**config.mk**
```make
export PLATFORM = sky130hd
export DESIGN_NAME = pipe_stage_skid
export DESIGN_NICKNAME = d
export VERILOG_FILES = /design/src/rtl/pipe_pkg.sv /design/src/rtl/pipe_slot.sv /design/src/rtl/pipe_stage_skid.sv
export SDC_FILE = /design/constraint.sdc
export NUM_CORES = 1
export LEC_CHECK = 0
export BUFFER_PORTS_ARGS = -buffer_cell sky130_fd_sc_hd__buf_2
export CORE_AREA = 2 2 209 211
export DETAILED_ROUTE_END_ITERATION = 10
export DIE_AREA = 0 0 211 213
export SYNTH_ARGS = -nofsm -noshare
export SYNTH_HDL_FRONTEND = slang
export SYNTH_SLANG_ARGS = --single-unit
export TNS_END_PERCENT = 30
```
**constraint.sdc**
```tcl
create_clock -name clk -period 7.5 [get_ports clk]
set_input_delay 1.875 -clock clk [delete_from_list [all_inputs] [get_ports clk]]
set_output_delay 1.875 -clock clk [all_outputs]
set_load 0.005 [all_outputs]
```
**src/rtl/pipe_pkg.sv**
```systemverilog
// -----------------------------------------------------------------------------
// pipe_pkg
// Shared definitions for the skid-buffered pipeline stage:
//   - default payload / counter widths
//   - occupancy state enum (EMPTY / HALF / FULL)
//   - main-slot load source selector
// -----------------------------------------------------------------------------
package pipe_pkg;

  // Default widths: datapath payload, control payload, bubble counter.
  localparam int DATA_W_DEF = 160;
  localparam int CTRL_W_DEF = 8;
  localparam int CNT_W_DEF  = 16;

  // Occupancy of the stage: EMPTY = no slot valid, HALF = main valid,
  // FULL = main and skid valid.
  typedef enum logic [1:0] {
    ST_EMPTY = 2'd0,
    ST_HALF  = 2'd1,
    ST_FULL  = 2'd2
  } state_e;

  // Where the main slot takes its new contents from when it loads.
  typedef enum logic {
    SRC_IN   = 1'b0,
    SRC_SKID = 1'b1
  } main_src_e;

endpackage : pipe_pkg

```
**src/rtl/pipe_slot.sv**
```systemverilog
// -----------------------------------------------------------------------------
// pipe_slot
// One storage slot of the pipeline stage: a valid bit plus a datapath and a
// control payload register. Clear dominates load, and a cleared slot holds
// all-zero data and control so it reads as a harmless bubble.
//
// Ports:
//   clk     in   clock, rising edge
//   rst     in   synchronous active-high reset (clears the slot)
//   clr_i   in   clear the slot (dominant over ld_i)
//   ld_i    in   load data_i/ctrl_i and mark the slot valid
//   data_i  in   datapath payload to load
//   ctrl_i  in   control payload to load
//   valid_o out  slot holds a live entry
//   data_o  out  stored datapath payload
//   ctrl_o  out  stored control payload
// -----------------------------------------------------------------------------
module pipe_slot
  import pipe_pkg::*;
#(
  parameter int DATA_W = DATA_W_DEF,
  parameter int CTRL_W = CTRL_W_DEF
) (
  input  logic              clk,
  input  logic              rst,
  input  logic              clr_i,
  input  logic              ld_i,
  input  logic [DATA_W-1:0] data_i,
  input  logic [CTRL_W-1:0] ctrl_i,
  output logic              valid_o,
  output logic [DATA_W-1:0] data_o,
  output logic [CTRL_W-1:0] ctrl_o
);

  logic              valid_q, valid_d;
  logic [DATA_W-1:0] data_q,  data_d;
  logic [CTRL_W-1:0] ctrl_q,  ctrl_d;

  // Next-state: clear wins over load, otherwise hold.
  always_comb begin
    valid_d = valid_q;
    data_d  = data_q;
    ctrl_d  = ctrl_q;
    if (clr_i) begin
      valid_d = 1'b0;
      data_d  = {DATA_W{1'b0}};
      ctrl_d  = {CTRL_W{1'b0}};
    end else if (ld_i) begin
      valid_d = 1'b1;
      data_d  = data_i;
      ctrl_d  = ctrl_i;
    end else begin
      valid_d = valid_q;
      data_d  = data_q;
      ctrl_d  = ctrl_q;
    end
  end

  // Slot registers with synchronous reset to the empty/bubble value.
  always_ff @(posedge clk) begin
    if (rst) begin
      valid_q <= 1'b0;
      data_q  <= {DATA_W{1'b0}};
      ctrl_q  <= {CTRL_W{1'b0}};
    end else begin
      valid_q <= valid_d;
      data_q  <= data_d;
      ctrl_q  <= ctrl_d;
    end
  end

  assign valid_o = valid_q;
  assign data_o  = data_q;
  assign ctrl_o  = ctrl_q;

endmodule : pipe_slot

```
**src/rtl/pipe_stage_skid.sv**
```systemverilog
// -----------------------------------------------------------------------------
// pipe_stage_skid
// Two-entry skid-buffered pipeline register. The main slot drives the
// outputs; the skid slot catches the one instruction that arrives in the
// cycle the downstream stalls, so in_ready depends only on registered state
// (never combinationally on out_ready). Full throughput, one-cycle latency.
// flush empties both slots; rst overrides everything. A saturating counter
// records cycles in which no instruction is presented downstream.
//
// Ports:
//   clk         in   clock, rising edge
//   rst         in   synchronous active-high reset
//   flush       in   discard all held entries and the input of this cycle
//   in_valid    in   upstream presents an instruction
//   in_ready    out  stage accepts the instruction this cycle
//   in_data     in   datapath payload (DATA_W)
//   in_ctrl     in   control payload (CTRL_W)
//   out_valid   out  out_data/out_ctrl hold a live instruction
//   out_ready   in   downstream consumes the instruction this cycle
//   out_data    out  registered datapath payload
//   out_ctrl    out  registered control payload, zero when out_valid=0
//   bubble_cnt  out  saturating count of cycles with out_valid=0
// -----------------------------------------------------------------------------
module pipe_stage_skid
  import pipe_pkg::*;
#(
  parameter int DATA_W = DATA_W_DEF,
  parameter int CTRL_W = CTRL_W_DEF,
  parameter int CNT_W  = CNT_W_DEF
) (
  input  logic              clk,
  input  logic              rst,
  input  logic              flush,
  input  logic              in_valid,
  output logic              in_ready,
  input  logic [DATA_W-1:0] in_data,
  input  logic [CTRL_W-1:0] in_ctrl,
  output logic              out_valid,
  input  logic              out_ready,
  output logic [DATA_W-1:0] out_data,
  output logic [CTRL_W-1:0] out_ctrl,
  output logic [CNT_W-1:0]  bubble_cnt
);

  localparam logic [CNT_W-1:0] CNT_MAX = {CNT_W{1'b1}};
  localparam logic [CNT_W-1:0] CNT_ONE = {{(CNT_W-1){1'b0}}, 1'b1};

  state_e            state_q, state_d;

  // Slot control produced by the output process.
  logic              main_ld_s, main_clr_s;
  logic              skid_ld_s, skid_clr_s;
  main_src_e         main_src_s;
  logic [DATA_W-1:0] main_din_s;
  logic [CTRL_W-1:0] main_cin_s;

  // Slot contents.
  logic              main_valid_s, skid_valid_s;
  logic [DATA_W-1:0] main_data_s,  skid_data_s;
  logic [CTRL_W-1:0] main_ctrl_s,  skid_ctrl_s;

  logic              in_xfer_s, out_xfer_s;
  logic [CNT_W-1:0]  cnt_q, cnt_d;

  // Ready only while the skid slot is free; rst masks it for the reset cycle.
  assign in_ready   = ~skid_valid_s & ~rst;
  assign in_xfer_s  = in_valid & in_ready;
  assign out_xfer_s = main_valid_s & out_ready;

  // State register.
  always_ff @(posedge clk) begin
    if (rst) begin
      state_q <= ST_EMPTY;
    end else begin
      state_q <= state_d;
    end
  end

  // Next-state logic; flush beats every transfer.
  always_comb begin
    state_d = state_q;
    if (flush) begin
      state_d = ST_EMPTY;
    end else begin
      case (state_q)
        ST_EMPTY: begin
          if (in_xfer_s) state_d = ST_HALF;
          else           state_d = ST_EMPTY;
        end
        ST_HALF: begin
          if (in_xfer_s && !out_xfer_s)      state_d = ST_FULL;
          else if (!in_xfer_s && out_xfer_s) state_d = ST_EMPTY;
          else                               state_d = ST_HALF;
        end
        ST_FULL: begin
          if (out_xfer_s) state_d = ST_HALF;
          else            state_d = ST_FULL;
        end
        default: state_d = ST_EMPTY;
      endcase
    end
  end

  // Output logic: slot load/clear commands for the current state and transfers.
  always_comb begin
    main_ld_s  = 1'b0;
    main_clr_s = 1'b0;
    skid_ld_s  = 1'b0;
    skid_clr_s = 1'b0;
    main_src_s = SRC_IN;
    if (flush) begin
      main_clr_s = 1'b1;
      skid_clr_s = 1'b1;
    end else begin
      case (state_q)
        ST_EMPTY: begin
          main_ld_s = in_xfer_s;
        end
        ST_HALF: begin
          if (in_xfer_s && out_xfer_s) begin
            main_ld_s = 1'b1;
          end else if (in_xfer_s) begin
            // Downstream stalled: park the newcomer behind main.
            skid_ld_s = 1'b1;
          end else if (out_xfer_s) begin
            main_clr_s = 1'b1;
          end else begin
            main_ld_s = 1'b0;
          end
        end
        ST_FULL: begin
          if (out_xfer_s) begin
            main_ld_s  = 1'b1;
            main_src_s = SRC_SKID;
            skid_clr_s = 1'b1;
          end else begin
            main_ld_s = 1'b0;
          end
        end
        default: begin
          main_clr_s = 1'b1;
          skid_clr_s = 1'b1;
        end
      endcase
    end
  end

  // Main-slot input mux: fresh input, or promote the skid entry.
  always_comb begin
    if (main_src_s == SRC_SKID) begin
      main_din_s = skid_data_s;
      main_cin_s = skid_ctrl_s;
    end else begin
      main_din_s = in_data;
      main_cin_s = in_ctrl;
    end
  end

  pipe_slot #(
    .DATA_W (DATA_W),
    .CTRL_W (CTRL_W)
  ) u_main (
    .clk     (clk),
    .rst     (rst),
    .clr_i   (main_clr_s),
    .ld_i    (main_ld_s),
    .data_i  (main_din_s),
    .ctrl_i  (main_cin_s),
    .valid_o (main_valid_s),
    .data_o  (main_data_s),
    .ctrl_o  (main_ctrl_s)
  );

  pipe_slot #(
    .DATA_W (DATA_W),
    .CTRL_W (CTRL_W)
  ) u_skid (
    .clk     (clk),
    .rst     (rst),
    .clr_i   (skid_clr_s),
    .ld_i    (skid_ld_s),
    .data_i  (in_data),
    .ctrl_i  (in_ctrl),
    .valid_o (skid_valid_s),
    .data_o  (skid_data_s),
    .ctrl_o  (skid_ctrl_s)
  );

  // Bubble counter next value: count idle output cycles, stick at the top.
  always_comb begin
    if (!main_valid_s && (cnt_q != CNT_MAX)) begin
      cnt_d = cnt_q + CNT_ONE;
    end else begin
      cnt_d = cnt_q;
    end
  end

  // Bubble counter register.
  always_ff @(posedge clk) begin
    if (rst) begin
      cnt_q <= {CNT_W{1'b0}};
    end else begin
      cnt_q <= cnt_d;
    end
  end

  // Outputs read zero throughout a reset cycle, so nothing is emitted while
  // rst is high even if the slot registers still hold an entry.
  assign out_valid  = main_valid_s & ~rst;
  assign out_data   = rst ? {DATA_W{1'b0}} : main_data_s;
  assign out_ctrl   = rst ? {CTRL_W{1'b0}} : main_ctrl_s;
  assign bubble_cnt = rst ? {CNT_W{1'b0}}  : cnt_q;

endmodule : pipe_stage_skid

```
==> results of run 1 <==
==> per-layer routing <==
metal | GRT usage [%] | up-vias | wire [um]
li1 | - | 6299 | -
met3 | 5.54 | 59 | 3270
met1 | 25.0 | 6161 | 19400
met2 | 30.4 | 324 | 21000
met5 | 0 | - | 78
met4 | 6.39 | 12 | 878
==> flip-flops by register name, summed over array words and instances (netlist names) <==
name and cells:
u_main.data_o 160, u_skid.valid_o 1, cnt_q 16, state_q 2, u_main.ctrl_o 8, u_skid.data_o 160, u_skid.ctrl_o 8, u_main.valid_o 1
==> cells in the final DEF, fill, tap and decap left out, types with 2 or more instances in the layout <==
master	Yosys	layout
mux2_2	53	53
a31oi_1	3	3
nand3_1	3	3
nor4b_1	2	2
a21oi_1	172	172
inv_1	5	5
clkbuf_16	0	41
nor3b_1	2	2
bufinv_16	0	4
clkbuf_1	79	9
mux2i_1	2	2
nand2_1	341	340
clkinv_2	0	6
nor2b_1	187	186
mux2_4	100	100
or3_1	2	2
buf_12	0	3
buf_4	3	13
nor4_1	3	3
buf_2	38	357
mux2_1	20	20
nor3_1	7	7
inv_6	0	2
o221a_2	48	48
nor2_1	19	19
a211oi_1	2	2
o21ai_0	8	8
or4_1	2	2
o221a_1	120	120
dfxtp_1	356	356
clkbuf_8	0	10
nand3b_1	2	2
diode_2	0	12
ha_1	5	5
nand4_1	2	2
==> area by class of cell <==
cell class / instances / area, um^2 / area share, %
antenna: 12 / 30.0 / 0.156
sequential: 356 / 7130 / 37.0
timing repair buffer: 374 / 1960 / 10.1
inverter: 5 / 18.8 / 0.0973
clock buffer: 60 / 1200 / 6.21
clock inverter: 12 / 168 / 0.869
tap: 546 / 683 / 3.54
multi-input combinational: 1122 / 8110 / 42.0
==> power groups by stage <==
stage,sequential (W),combinational (W),clock (W)
after global placement,0.00199,0.000297,0
after detailed placement,0.00199,0.000302,0
after global routing,0.00195,0.000328,0.00216
after CTS,0.00195,0.000303,0.00209
after floorplan,0.00198,0.000190,0
final,0.00195,0.000300,0.00203
==> stage by stage <==
stage,total power (W),utilization [%]
floorplan,0.00217,-
global placement,0.00229,41.9
detailed placement,0.00229,41.9
CTS,0.00434,45.1
global route,0.00444,45.2
finish,0.00428,45.2
==> kinds of logic after synthesis <==
group,after synthesis,share of synthesized area [%]
fa+ha+maj,5,0.389
flops,356,44.4
mux,175,14.6
compound gates,359,17.9
buf+inv,160,5.41
simple gates,583,17.3
==> final timing paths <==
kind / from / endpoint / slack, ns / cells past startpoint
worst min register to register: u_skid.data_o[40] / u_skid.data_o[40] / 0.45 / 2
worst max register to register: u_main.valid_o / u_main.data_o[42] / 3.99 / 6
worst max-delay path: rst / out_data[76] / 2.21 / 4
worst min-delay path: u_skid.data_o[40] / u_skid.data_o[40] / 0.45 / 2
==> worst register-to-register path: cells and delay by family, from the launching register on <==
family / cells / cell delay (ns)
AOI/OAI and AO/OA: 2 / 0.86
adders and majority gates: 1 / 0.24
buffers and inverters: 2 / 1.51
DFF: 1 / 0.47
and+or+nand+nor: 1 / 0.37
==> results.md, run 1 <==
- Area leader, netlist: dfxtp_1
- Initial Utilization: 37.6%
- Sw Share: 22.6%
- Startpoint types: input port
- Cts repair resizes: 0
- Sequential cell area fraction in the yosys report: 44.4%
- CTS tree: done
- H-tree depth: 2
- Synthesis Warnings: 0
- Worst path arrival time: 3.42 ns
- Netlist Area Pre-Place: 16100 um^2
- Die area: 44900 um^2
- Number of fill cells: 4080
- Post-DP HPWL: 27800 um
- Final Cycle Share: 70.5%
- Critical-path top delay cell: buf_4
- CTS Buf Count: 40
- Number of clock sinks: 356
- #FFs+latches synth: 356
- CP Max Fanout: 93
- FFs w/ async S/R, synth: 0%
- Crit. End Element: primary output
- DIE WIDTH: 211 um
- Cell types occupying the most area after synthesis: dfxtp_1 44%, mux2_4 9.3%, o221a_1 8.4%, nand2_1 8.0%, nor2b_1 7.3%
- Total gr overflow: 0
- Worst Tran Pin Value: 1.11 ns
- RSZ-0062 raised after global routing: false
- Final setup margin: 2.21 ns
- Crit path kind: input port to primary output
- Core Region: 42700 um^2
- Status: complete, no violations
- Sw Pwr: 0.000967 W
- Max Freq: 189 MHz
- Count of cell types in the netlist: 47
- CTS clk-pin slew, worst paths: 0.06 ns
- Area grow syn2layout: 20.0%
- Post-CTS Setup Inserts: 0
- Initial antenna violation count: 18
- Cells along the critical path: buf_6, buf_4, nor2b_1, buf_2
- Via/cell ratio: 5.17
- Routed WL per cell: 18.0 um
- DP Area: 17900 um^2
- First-pass GRT wire length: 69000 um
- Final Instance Count excl. Fillers: 2487
- Clock power share: 47.4%
- Mean area per synthesized cell: 9.81 um^2
- Synthesized net count: 1816
- Hold Violations, Final: 0
- Final setup TNS: 0 ns
- Hold slack: 0.451 ns
- Pint: 0.00331 W
- Critical Path RT: 5.62 ns
- DRT Wirelength: 44700 um
- Iter 0 DRT Violations: 639
- Cts hold-fix bufs: 0
- Worst min path class: register to register
- Root buffer cell: clkbuf_16
- Worst stage delay on the critical path: 0.74 ns
- Final Setup Violations: 0
- Top Ports: 359
- Vias in the first global route: 12122
- Fraction of layout cells with a size suffix above 1: 33.5%
- Most common cell in the netlist: dfxtp_1
- Power share of the sequential group: 45.6%
- Comb pwr share: 7.0%
- Pre-CTS WS: 2.21 ns
- Synth Flop Type: dfxtp_1
- DRT Pass-1 Iters: 5
- Bufs and invs on worst path: 3
- Worst-skew pair later-pin latency: 0.56 ns
- Final nets: 2077
- Slew margin rel.: 25.7%
- Delay-heaviest family, CP: buffers and inverters
- Fin area: 19300 um^2
- Placed insts: 2403
- DR vias: 12855
- Pwr/cell area: 222 nW/um^2
- Die Height: 213 um
- Tmin final: 5.29 ns
- Largest net degree at the start of global routing: 121
- GRT Total Usage: 19.2%
- Remaining antenna violation count after routing: 0
- Global placer's final weighted congestion: 0.773
- Setup Skew: 0.0232 ns
- FP Rows: 76
- DRC violations left: 0
- Peak VDD IR: 126 uV
- IO Port Bufs: 358
- Max cap viols: 0
- Synth cell count leaders: 356 x dfxtp_1, 341 x nand2_1, 187 x nor2b_1, 172 x a21oi_1, 120 x o221a_1
- Cell count after synthesis: 1638
- Final Slew Violations: 0
- EDFF count, synth: 0
- Longest Clk Path Bufs: 3
- Leakage Power: 7.66 nW
- Post-synth top area share: 44.4%
Power figures use the tool's default switching activity.
==> run 2, diff against run 1 <==
--- a/config.mk
+++ b/config.mk
@@ -5,10 +5,11 @@
 export SDC_FILE = /design/constraint.sdc
 export NUM_CORES = 1
 export LEC_CHECK = 0
+export ABC_AREA = 1
 export BUFFER_PORTS_ARGS = -buffer_cell sky130_fd_sc_hd__buf_2
-export CORE_AREA = 2 2 209 211
+export CORE_AREA = 2 2 214 216
 export DETAILED_ROUTE_END_ITERATION = 10
-export DIE_AREA = 0 0 211 213
+export DIE_AREA = 0 0 216 218
 export SYNTH_ARGS = -nofsm -noshare
 export SYNTH_HDL_FRONTEND = slang
 export SYNTH_SLANG_ARGS = --single-unit
==> constraint.sdc (replaced) <==
create_clock -name clk -period 4.4 [get_ports clk]
set_input_delay 1.1 -clock clk [delete_from_list [all_inputs] [get_ports clk]]
set_output_delay 1.1 -clock clk [all_outputs]
set_load 0.005 [all_outputs]
==> run 2 against run 1 <==
Routed wire length rose by 7.9%. Clock skew is 0.0094 ns lower. Area after synthesis grew 4.6%. Via count grew 28%. Synthesized cell count increased by 67%. Largest cell class unchanged. Largest power group unchanged. Design area is 5.3% higher. Highest routed layer unchanged. Sequential power increased by 68%. Critical endpoint is now out_data[58]. Count of clock-buffer cells in the layout grew 1. Final cell count up 46%. Register-to-register slack worse by 2.0 ns. Global-route usage increased by 0.73 points. Non-clock buffer count grew 6. Critical path type unchanged.
==> results.md, run 2 <==
- Power share of the sequential group: 44.7% (-0.9 points)
- Die area: 47100 um^2 (+4.8%)
- Cells along the critical path: buf_6, buf_12, nor2_1, buf_2
- Most frequent cells in the layout: 882 x nand2_1, 566 x nor2_1, 362 x inv_1, 357 x buf_2, 356 x dfxtp_1
- Worst stage delay on the critical path: 0.41 ns (-0.33 ns)
- Max cap viols: 0 (unchanged)
- Synthesized net count: 2910 (+60%)
- DRT Wirelength: 48200 um (+7.9%)
- Leakage Power: 9.92 nW (+30%)
- Number of clock sinks: 356 (unchanged)
- RSZ-0062 raised after global routing: false
- Worst Tran Pin Value: 0.971 ns (-0.143 ns)
- Fraction of layout cells with a size suffix above 1: 15.3% (-18 points)
- CTS Buf Count: 42 (+5.0%)
- Clock power share: 48.2% (+0.8 points)
- Iter 0 DRT Violations: 909 (+42%)
- Synth Flop Type: dfxtp_1
- Initial antenna violation count: 17 (-1)
- Final setup margin: 1.14 ns (-1.07 ns)
- Area leader, netlist: dfxtp_1
- Commonest non-fill, non-tap cell in the layout: nand2_1
- Routed WL per cell: 13.3 um (-26%)
- Post-synthesis mux area share: 0% (-15 points)
- Max Freq: 306 MHz
- Sequential Area: 7130 um^2 (unchanged)
- Cell count after synthesis: 2732 (+67%)
- EDFF count, synth: 0 (unchanged)
- Final Cycle Share: 74.2%
- Main combinational cell family by area after synthesis: simple AND/OR/NAND/NOR gates
- Synth Area in Simple Gates: 33.4% (+16 points)
- Synthesis Warnings: 0 (unchanged)
- Number of fill cells: 4707 (+15%)
- Count of cell types in the netlist: 25 (-47%)
- IO Port Bufs: 358 (unchanged)
- Slew margin rel.: 35.3% (+9.5 points)
- Compound-Gate Fraction of Synth Area: 10.7% (-7.3 points)
- Total gr overflow: 0 (unchanged)
- Worst min path class: register to register
- GRT Total Usage: 19.9% (+0.73 points)
- FFs w/ async S/R, synth: 0% (unchanged)
- Final Slew Violations: 0 (unchanged)
- DRT Pass-1 Iters: 5 (unchanged)
- Sw Share: 23.5% (+0.85 points)
- Longest Clk Path Bufs: 3 (unchanged)
- Status: complete, no violations
- Synth cell count leaders: 883 x nand2_1, 566 x nor2_1, 362 x inv_1, 356 x dfxtp_1, 181 x a21oi_1
- Total power: 0.00735 W (+72%)
- Critical-path top delay cell: buf_12
- Vias in the first global route: 15145 (+25%)
- Area occupied by multi-input gates: 7490 um^2 (-7.5%)
- Global placer's final weighted congestion: 0.834 (+7.8%)
- DRC violations left: 0 (unchanged)
- XOR/XNOR share of the synthesized area: 0% (unchanged)
- Post-DP HPWL: 30300 um (+9.1%)
- Sw Pwr: 0.00172 W (+78%)
- First-pass GRT wire length: 76900 um (+11%)
- Largest net degree at the start of global routing: 169 (+40%)
- Final Setup Violations: 0 (unchanged)
- Startpoint types: input port
- Pint: 0.00562 W (+70%)
- CTS tree: done
- Top Ports: 359 (unchanged)
- Core Region: 44900 um^2 (+5.1%)
- Critical Path RT: 3.30 ns (-2.32 ns)
- #FFs+latches synth: 356 (unchanged)
- Mean area per synthesized cell: 6.15 um^2 (-37%)
- Remaining antenna violation count after routing: 0 (unchanged)
- Post-Synth Adder-Cell Area: 0.372% (-0.017 points)
- CP Max Fanout: 85 (-8.6%)
- Crit. End Element: primary output
- H-tree depth: 2 (unchanged)
- Setup Skew: 0.0138 ns (-0.00941 ns)
- Cts hold-fix bufs: 0 (unchanged)
- Sequential cell area fraction in the yosys report: 42.4% (-2.0 points)
- Peak VDD IR: 342 uV (+170%)
- Root buffer cell: clkbuf_16
- Final setup TNS: 0 ns (unchanged)
- Hold Violations, Final: 0 (unchanged)
- DR vias: 16402 (+28%)
- Crit path kind: input port to primary output
- Worst-skew pair later-pin latency: 0.55 ns (about the same)
- DIE WIDTH: 216 um (+2.4%)
- Via/cell ratio: 4.52 (-12%)
- CTS clk-pin slew, worst paths: 0.06 ns (about the same)
- Die Height: 218 um (+2.3%)
- Cts repair resizes: 0 (unchanged)
- Post-synth top area share: 42.4% (-2.0 points)
- Tmin final: 3.26 ns
- Pre-CTS WS: 1.12 ns (-1.09 ns)
- Pwr/cell area: 362 nW/um^2 (+63%)
- Netlist Area Pre-Place: 16800 um^2 (+4.6%)
- Cell types occupying the most area after synthesis: dfxtp_1 42%, nand2_1 20%, nor2_1 13%, inv_1 8.1%, a21oi_1 5.4%
- FP Rows: 78 (+2.6%)
- Post-CTS Setup Inserts: 0 (unchanged)
- Most common cell in the netlist: nand2_1
- Area grow syn2layout: 20.9%
- Worst path arrival time: 2.16 ns (-1.26 ns)
- Comb pwr share: 7.1% (about the same)
- Final nets: 3164 (+52%)
- Initial Utilization: 37.4% (-0.19 points)
[run 2: cell types whose count changed after synthesis, moves of 15 or more]
cell	previous run	this run
nor2_1	19	566
nand3_1	3	18
buf_6	28	1
mux2_1	20	0
o221a_1	120	0
o21ai_0	8	159
nand2_1	341	883
buf_2	38	79
o221a_2	48	0
mux2_2	53	0
nor2b_1	187	0
mux2_4	100	0
inv_1	5	362
buf_4	3	20
[run 2: area by class of cell]
type,instances,share of cell area [%]
diodes,10,0.123
well taps,600,3.70
clock inverters,13,0.708
multi-input cells,1837,36.9
flip-flops and latches,356,35.1
clock buffers,61,6.23
inverters,369,6.84
repair buffers,380,10.4
[run 2: worst paths after layout]
check	from	to	slack, ns	cells after the start
setup / recovery	rst	out_data[58]	1.14	4
hold / removal	u_skid.data_o[72]	u_skid.data_o[72]	0.44	2
setup reg to reg	u_main.valid_o	u_main.data_o[33]	2.01	9
hold reg to reg	u_skid.data_o[72]	u_skid.data_o[72]	0.44	2
[run 2: kinds of logic after synthesis]
kind of cell | Yosys count
simple gates | 1478
buf+inv | 539
flops | 356
compound gates | 354
fa+ha+maj | 5
[run 2: power by group through the flow]
stage | Clock [W] | Sequential (W) | Combinational (W)
3_5_place_dp | 0 | 0.00335 | 0.000525
3_3_place_gp | 0 | 0.00335 | 0.000515
4_1_cts | 0.00365 | 0.00328 | 0.000528
2_1_floorplan | 0 | 0.00335 | 0.000326
5_1_grt | 0.00378 | 0.00328 | 0.000601
6_report | 0.00354 | 0.00328 | 0.000522
[run 2: through the flow]
step / cell area [um^2] / std cells / utilization [%] / hold slack [ns]
final: 20300 / 3626 / 45.2 / 0.442
after global routing: 20300 / 3623 / 45.2 / 0.458
after CTS: 20300 / 3616 / 45.2 / 0.445
after detailed placement: 18900 / 3542 / 42.0 / 0.437
after global placement: 18900 / 3542 / 42.0 / 0.432
after floorplan: 16800 / 2732 / - / 0.423
[run 2: critical path: cells and delay by family]
family | cells | cell delay, ns
and+or+nand+nor | 1 | 0.16
buffers and inverters | 3 | 0.86
[run 2: metal layers]
| layer | global-route usage [%] | part of all wire, % |
|---|---|---|
| met3 | 4.41 | 5.8 |
| met2 | 33.5 | 47 |
| met5 | 0 | 0.17 |
| met4 | 6.89 | 2.0 |
| met1 | 25.1 | 45 |
==> run 3, diff against run 2 <==
==> constraint.sdc (replaced) <==
create_clock -name clk -period 3.42 [get_ports clk]
set_input_delay 0.855 -clock clk [delete_from_list [all_inputs] [get_ports clk]]
set_output_delay 0.855 -clock clk [all_outputs]
set_load 0.005 [all_outputs]
==> run 3 against run 2 <==
Design area down 0.15%. Critical path depth unchanged. Routed wire length down 1.5%. Sequential share of layout area up 0.052 points. Clock skew up 0.0078 ns. Final cell count about the same. Largest power group unchanged.
==> results.md, run 3 (synthesized netlist as in run 2, its figures left out) <==
- Worst path arrival time: 1.82 ns (-0.34 ns)
- Setup Skew: 0.0217 ns (+0.00785 ns)
- Hold Violations, Final: 0 (unchanged)
- Number of clock sinks: 356 (unchanged)
- Post-CTS Setup Inserts: 0 (unchanged)
- Root buffer cell: clkbuf_16
- Via/cell ratio: 4.53 (+0.11%)
- Most frequent cells in the layout: 882 x nand2_1, 566 x nor2_1, 362 x inv_1, 357 x buf_2, 356 x dfxtp_1
- DRT Pass-1 Iters: 7 (+2)
- Status: complete, no violations
- GRT Total Usage: 19.8% (-0.10 points)
- Peak VDD IR: 343 uV (+0.32%)
- Final Cycle Share: 78.3%
- Fraction of layout cells with a size suffix above 1: 15.3% (-0.048 points)
- Reg2Reg Setup Slack: 1.07 ns (-0.94 ns)
- Iter 0 DRT Violations: 969 (+6.6%)
- Critical-path top delay cell: buf_12
- Initial Utilization: 37.4% (unchanged)
- Hold slack: 0.442 ns (-0.000361 ns)
- Worst stage delay on the critical path: 0.34 ns (-0.07 ns)
- Routed WL per cell: 13.1 um (-1.4%)
- H-tree depth: 2 (unchanged)
- Final Setup Violations: 0 (unchanged)
- Worst min path class: register to register
- DRT Wirelength: 47400 um (-1.5%)
- DRC violations left: 0 (unchanged)
- Largest net degree at the start of global routing: 169 (unchanged)
- Slew margin rel.: 42.9% (+7.7 points)
- Cts repair resizes: 0 (unchanged)
- Leakage Power: 9.90 nW (-0.26%)
- Area grow syn2layout: 20.7%
- RSZ-0062 raised after global routing: false
- Initial antenna violation count: 8 (-9)
- Cells along the critical path: buf_6, buf_12, nor2_1, buf_2
- Total gr overflow: 0 (unchanged)
- Die area: 47100 um^2 (unchanged)
- Final Slew Violations: 0 (unchanged)
- Longest Clk Path Bufs: 3 (unchanged)
- Cts hold-fix bufs: 0 (unchanged)
- Commonest non-fill, non-tap cell in the layout: nand2_1
- Vias in the first global route: 15290 (+0.96%)
- Final nets: 3165 (+0.032%)
- Worst Tran Pin Value: 0.856 ns (-0.115 ns)
- Metal3 WL: 2280 um (-18%)
- DR WL met2: 22300 um (-0.59%)
- Final setup TNS: 0 ns (unchanged)
- Critical Path RT: 2.56 ns (-0.74 ns)
- Core Region: 44900 um^2 (unchanged)
- Die Height: 218 um (unchanged)
- DR vias: 16407 (+0.030%)
- Global placer's final weighted congestion: 0.835 (+0.18%)
- Max cap viols: 0 (unchanged)
- Tmin final: 2.68 ns
- Crit. End Element: primary output
- Number of fill cells: 4731 (+0.51%)
- Top Ports: 359 (unchanged)
- Crit path kind: input port to primary output
- Max Freq: 373 MHz
- CTS clk-pin slew, worst paths: 0.05 ns (about the same)
- CTS Buf Count: 42 (unchanged)
- Pwr/cell area: 457 nW/um^2 (+26%)
- CP Max Fanout: 108 (+27%)
- FP Rows: 78 (unchanged)
- IO Port Bufs: 358 (unchanged)
- Top layer in use: met5
- WL met1: 21800 um (-0.48%)
- CTS tree: done
- Remaining antenna violation count after routing: 0 (unchanged)
- Startpoint types: input port
- First-pass GRT wire length: 76900 um (about the same)
- Post-DP HPWL: 30600 um (+0.71%)
- Worst-skew pair later-pin latency: 0.56 ns (about the same)
- DIE WIDTH: 216 um (unchanged)
[run 3: changes by cell type in the layout (fill, tap and decap cells not counted), sizes merged]
cell	before	now
clkinv	10	6
clkinvlp	0	3
buf	380	381
diode	10	4
bufinv	3	1
clkbuf	61	65
inv	369	370
[run 3: cell type report]
| type | instances | area (um^2) | share of cell area (%) |
|---|---|---|---|
| well taps | 600 | 751 | 3.70 |
| inverters | 369 | 1390 | 6.85 |
| flip-flops and latches | 356 | 7130 | 35.1 |
| diodes | 4 | 10.0 | 0.0494 |
| clock buffers | 65 | 1260 | 6.21 |
| repair buffers | 381 | 2160 | 10.6 |
| multi-input cells | 1837 | 7490 | 37.0 |
| clock inverters | 11 | 91.3 | 0.450 |
[run 3: routing by layer]
layer | vias up | track usage (%)
met5 | - | 0
met4 | 10 | 6.23
met3 | 66 | 3.47
met2 | 336 | 34.4
met1 | 7367 | 24.9
li1 | 8628 | -
[run 3: worst paths after layout]
check,startpoint,end,depth (start not counted)
max,rst,out_data[84],4
min,u_skid.data_o[139],u_skid.data_o[139],2
max reg2reg,u_main.valid_o,u_main.data_o[69],9
min reg2reg,u_skid.data_o[139],u_skid.data_o[139],2
[run 3: per-stage QoR]
stage | instance area, um^2 | power, W | util (%) | std cells | setup slack (ns)
global route | 20300 | 0.00968 | 45.2 | 3622 | 0.695
detailed placement | 18900 | 0.00499 | 42.1 | 3543 | 0.624
floorplan | 16800 | 0.00473 | - | 2732 | 0.924
finish | 20300 | 0.00927 | 45.2 | 3623 | 0.742
CTS | 20300 | 0.00941 | 45.2 | 3619 | 0.774
global placement | 18900 | 0.00498 | 42.1 | 3543 | 0.747
[run 3: critical path, delay by kind of cell]
family / cells / cell delay, ns
and+or+nand+nor: 1 / 0.17
buffers and inverters: 3 / 0.65
[run 3: report_power, final]
| group | switching [W] | internal [W] | leakage (nW) | total [W] |
|---|---|---|---|---|
| clock | 0.00177 | 0.00260 | 0.659 | 0.00437 |
| combinational | 0.000427 | 0.000247 | 6.36 | 0.000674 |
| sequential | 0.0000192 | 0.00420 | 2.88 | 0.00422 |
| total | 0.00222 | 0.00705 | 9.90 | 0.00927 |
